$ cat config.mk
export PLATFORM = sky130hd
export DESIGN_NAME = alu_arbiter
export DESIGN_NICKNAME = d
export VERILOG_FILES = /design/src/rtl/alu_arbiter.sv
export SDC_FILE = /design/constraint.sdc
export NUM_CORES = 1
export LEC_CHECK = 0
export CAP_MARGIN = 10
export CORE_MARGIN = 1.5
export CORE_UTILIZATION = 30
export CTS_BUF_LIST = sky130_fd_sc_hd__clkbuf_4
export DETAILED_ROUTE_END_ITERATION = 7
export MAX_ROUTING_LAYER = met4
export PLACE_DENSITY = 0.78
export SLEW_MARGIN = 20
export SYNTH_ARGS = -nofsm -noshare
export SYNTH_HDL_FRONTEND = slang
export SYNTH_SLANG_ARGS = --single-unit
$ cat constraint.sdc
create_clock -name clk -period 3.77 [get_ports clk]
set_input_delay 0.754 -clock clk [delete_from_list [all_inputs] [get_ports clk]]
set_output_delay 0.754 -clock clk [all_outputs]
set_load 0.05 [all_outputs]
$ cat src/rtl/alu_arbiter.sv
// alu_arbiter: two-requester front end sharing one combinational ALU through an IDLE/EXEC/RESP FSM.
// Define ALU_ARB_ROUND_ROBIN_EN for round-robin tie-breaking; otherwise req0 has fixed priority.
module alu_arbiter #(
  parameter int WIDTH = 32
) (
  input  logic             clk,
  input  logic             rst,
  input  logic             req0_valid_i,
  input  logic             req1_valid_i,
  output logic             req0_ready_o,
  output logic             req1_ready_o,
  input  logic [3:0]       req0_ctrl_i,
  input  logic [3:0]       req1_ctrl_i,
  input  logic [WIDTH-1:0] req0_a_i,
  input  logic [WIDTH-1:0] req0_b_i,
  input  logic [WIDTH-1:0] req1_a_i,
  input  logic [WIDTH-1:0] req1_b_i,
  output logic             resp0_valid_o,
  output logic             resp1_valid_o,
  input  logic             resp0_ready_i,
  input  logic             resp1_ready_i,
  output logic [WIDTH-1:0] resp_data_o,
  output logic [3:0]       alu_ctrl_o,
  output logic [WIDTH-1:0] alu_a_o,
  output logic [WIDTH-1:0] alu_b_o,
  input  logic [WIDTH-1:0] alu_result_i
);
  typedef enum logic [1:0] {IDLE, EXEC, RESP} state_t;
  state_t           state_q, state_d;
  logic             grant_q, grant_d;
  logic [3:0]       ctrl_q, ctrl_d;
  logic [WIDTH-1:0] a_q, a_d, b_q, b_d, data_q, data_d;
  logic             win1, hs;
`ifdef ALU_ARB_ROUND_ROBIN_EN
  logic ptr_q, ptr_d;
  // ptr_q names the requester preferred on a tie: the one not granted last
  assign win1 = req1_valid_i & (~req0_valid_i | ptr_q);
  always_comb ptr_d = hs ? ~win1 : ptr_q;
  always_ff @(posedge clk or posedge rst)
    if (rst) ptr_q <= 1'b0;
    else     ptr_q <= ptr_d;
`else
  assign win1 = req1_valid_i & ~req0_valid_i;
`endif
  assign req0_ready_o  = state_q == IDLE & req0_valid_i & ~win1;
  assign req1_ready_o  = state_q == IDLE & win1;
  assign hs            = req0_ready_o | req1_ready_o;
  assign resp0_valid_o = state_q == RESP & ~grant_q;
  assign resp1_valid_o = state_q == RESP & grant_q;
  assign resp_data_o   = data_q;
  assign alu_ctrl_o    = ctrl_q;
  assign alu_a_o       = a_q;
  assign alu_b_o       = b_q;
  always_comb begin
    state_d = state_q;
    grant_d = grant_q;
    ctrl_d  = ctrl_q;
    a_d     = a_q;
    b_d     = b_q;
    data_d  = data_q;
    case (state_q)
      IDLE: if (hs) begin
        state_d = EXEC;
        grant_d = win1;
        ctrl_d  = win1 ? req1_ctrl_i : req0_ctrl_i;
        a_d     = win1 ? req1_a_i : req0_a_i;
        b_d     = win1 ? req1_b_i : req0_b_i;
      end
      EXEC: begin
        state_d = RESP;
        data_d  = alu_result_i;
      end
      RESP: state_d = (grant_q ? resp1_ready_i : resp0_ready_i) ? IDLE : RESP;
      default: state_d = IDLE;
    endcase
  end
  always_ff @(posedge clk or posedge rst)
    if (rst) begin
      state_q <= IDLE;
      grant_q <= 1'b0;
      ctrl_q  <= 4'b0000;
      a_q     <= '0;
      b_q     <= '0;
      data_q  <= '0;
    end else begin
      state_q <= state_d;
      grant_q <= grant_d;
      ctrl_q  <= ctrl_d;
      a_q     <= a_d;
      b_q     <= b_d;
      data_q  <= data_d;
    end
endmodule

==> results.md <==
- Number of cell rows: 45
- Syn Std Cell Area: 4740 µm²
- Pin count of the biggest net entering global routing: 65
- Minimum setup slack in the final design: 0.768 ns
- Arrival @ worst endpoint: 2.25 ns
- Element type at the critical path end: output port
- Final worst-path cycle share: 79.6%
- Startpoint kind of the worst setup timing path: primary input
- TritonCTS clock tree: yes
- Synth Area in Compound Gates: 0.369%
- Synthesized area per cell: 15.5 µm²
- R2R Path End: alu_a_o[13]$_DFFE_PP0P_
- Xor-xnor portion of the synthesized cell area: 0%
- Buffers added on ports: 277
- Number of setup buffers added after CTS: 0
- Total Wirelength: 12700 µm
- CTS H-tree lvls: 3
- Peak ir drop on the vdd network: 0.531 mV
- Share of synthesized cell area in and, or, nand and nor gates: 0.950%
- Number of inserted filler cells in the final layout: 1312
- Highest-delay cell along the critical path: clkdlybuf4s50_1
- Horizontal die dimension: 129 µm
- Area occupied by registers: 2580 µm²
- Post-placement cell count: 779
- Leading cell type in the layout, fill and taps excluded: clkdlybuf4s50_1
- Netlist cell types: 15
- Minimum setup slack among reg-to-reg paths: 1.84 ns
- Clock buffer count from CTS: 9
- Static leakage: 3.18 nW
- Cells on Worst Hold Path: 1
- Worst relative slew slack: 56.2%
- Post-Synth Adder-Cell Area: 0%
- Critical path data required time: 3.02 ns
- Final number of setup-violating endpoints: 0
- Die height: 129 µm
- Post-Layout Cell Count: 794
- Antenna violations before repair: 0
- Via-per-instance ratio: 4.47
- Run status: finished, final reports clean
- Number of global-route vias before repair: 3990
- Number of instances in the synthesized netlist: 306
- Top Ports: 278
- Final Hold Slack: 0.522 ns
- Die area: 16600 µm²
- Clk root buf: clkbuf_4
- Pin slew with the least headroom to its limit: 0.656 ns
- Initial core utilization: 31.0%
- # DRC: 0
- Core Box Area: 15300 µm²
- Shortest clock period the worst path allows after layout: 3.00 ns
- RSZ-0062 raised after global routing: no
- Worst skew pair latency: 0.46 ns
- Nets: 753
- Placed wire-length estimate after detailed placement: 9830 µm
- Timing endpoint of the critical path: req0_ready_o
- Critical Path, Cell by Cell: clkdlybuf4s50_1 > and2_1 > clkdlybuf4s50_1
- Commonest cells after routing, fill and taps aside: clkdlybuf4s50_1, mux2_2, dfrtp_1
- Crit path from: req0_valid_i
- Dominant combinational cell family by area after synthesis: multiplexers
- Final hold vios: 0
- Hold buffers post-CTS: 0
- CP max FO: 3
- Total negative slack: 0 ns
- Number of nets produced by synthesis: 480
- Post-DR wirelength/cell: 16.0 µm
- Clock tree sinks: 103
- Post-cts repair resize count: 0
- Beginning of the worst register-to-register path: state_q[1]$_DFFE_PP0P_
- Crit path kind: primary input to output port
- GRT Overall Usage: 15.7%
- Ant. Diodes: 0
- Synthesis warning total: 0
- Sequential share of the synthesized area: 54.4%
- Hold/Removal Path Class: flip-flop to flip-flop
- Total cell area at the placement stage: 7760 µm²
- Post-route design area: 7870 µm²
- Logic depth of the worst register-to-register path: 4
- Buffer depth of the longest clock path: 2
- Max-Cap Viols: 0
- Count of vias placed by the detailed router: 3546
- Power density normalized to cell area: 907 nW/µm²
- Number of detailed-route iterations in the first pass: 4
- Final Skew: 0.0182 ns
- Fraction of layout cells with a size suffix above 1: 33.1%
- Detailed router's first-iteration violation count: 71
- Post-route antenna net violation count: 0
- Number of storage elements in the synthesis netlist: 103
- First-pass GRT wire length: 19500 µm
- Most frequent CP cell: clkdlybuf4s50_1
- Final global-route overflow total: 0
- CTS clk-pin slew, worst paths: 0.15 ns
- Crit-path max cell delay: 0.81 ns
- Gpl congestion: 0.745
- Number of max-slew violations in the final report: 0
- Layout Area Growth over Synthesis: 66.1%
- Share of synthesized area spent on multiplexers: 41.6%
- Placement Setup Slack: 0.784 ns
- Area taken by multi-input logic gates: 2050 µm²
- Fmax: 0.333 GHz
-- worst min path at each step --
stage | from | endpoint | slack [ns]
2_1_floorplan | grant_q$_DFFE_PP0P_ | grant_q$_DFFE_PP0P_ | 0.51
3_3_place_gp | resp_data_o[6]$_DFFE_PP0N_ | resp_data_o[6]$_DFFE_PP0N_ | 0.49
3_5_place_dp | resp_data_o[16]$_DFFE_PP0N_ | resp_data_o[16]$_DFFE_PP0N_ | 0.49
4_1_cts | resp_data_o[16]$_DFFE_PP0N_ | resp_data_o[16]$_DFFE_PP0N_ | 0.53
5_1_grt | alu_ctrl_o[2]$_DFFE_PP0P_ | alu_ctrl_o[2]$_DFFE_PP0P_ | 0.54
6_report | resp_data_o[16]$_DFFE_PP0N_ | resp_data_o[16]$_DFFE_PP0N_ | 0.52
-- power by group --
group / switching [mW] / leakage (nW) / internal, mW
combinational: 2.79 / 1.92 / 1.86
sequential: 0.302 / 1.20 / 1.67
clock: 0.363 / 0.0596 / 0.151
total: 3.46 / 3.18 / 3.68
-- synth_stat cells --
| master | number | area (µm²) |
|---|---|---|
| a21oi_1 | 1 | 5.00 |
| inv_1 | 2 | 7.51 |
| and2_1 | 1 | 6.26 |
| nand2b_1 | 3 | 18.8 |
| dfrtp_1 | 103 | 2580 |
| buf_2 | 14 | 70.1 |
| nor3_1 | 1 | 5.00 |
| mux2_2 | 151 | 1700 |
| buf_4 | 2 | 15.0 |
| mux2_4 | 18 | 270 |
| o21ai_0 | 1 | 5.00 |
| nor2_1 | 4 | 15.0 |
| clkbuf_1 | 1 | 3.75 |
| buf_6 | 3 | 33.8 |
| o21a_1 | 1 | 7.51 |
-- through the flow --
step	power (mW)	utilization, %
finish	7.14	51.4
global route	7.47	51.4
CTS	7.23	51.4
detailed placement	6.70	50.7
global placement	6.60	50.7
floorplan	5.07	-
-- cells by family after synthesis --
family,after synthesis
mux,169
flops,103
buf+inv,22
simple gates,9
compound gates,3
-- layer usage --
metal	routed length (µm)	vias to the layer above	track usage, %
met5	0	-	-
met4	300	0	6.21
met3	1190	21	5.49
met2	6300	186	27.9
met1	4900	1702	15.7
li1	-	1637	-
-- layout make-up --
class / instances / area share, %
inverters: 2 / 0.127
clock buffers: 11 / 1.05
well taps: 211 / 3.35
flip-flops and latches: 103 / 32.7
clock inverters: 4 / 0.413
repair buffers: 282 / 36.3
multi-input cells: 181 / 26.0
-- critical path, delay by kind of cell --
| family | cells | cell delay (ns) |
|---|---|---|
| simple gates | 1 | 0.16 |
| buf+inv | 2 | 1.33 |
-- sequential cells by signal, summed over array words and instances (netlist names) --
register / cells
alu_b_o: 32
resp_data_o: 32
state_q: 2
alu_a_o: 32
alu_ctrl_o: 4
grant_q: 1
Power figures use the tool's default switching activity.
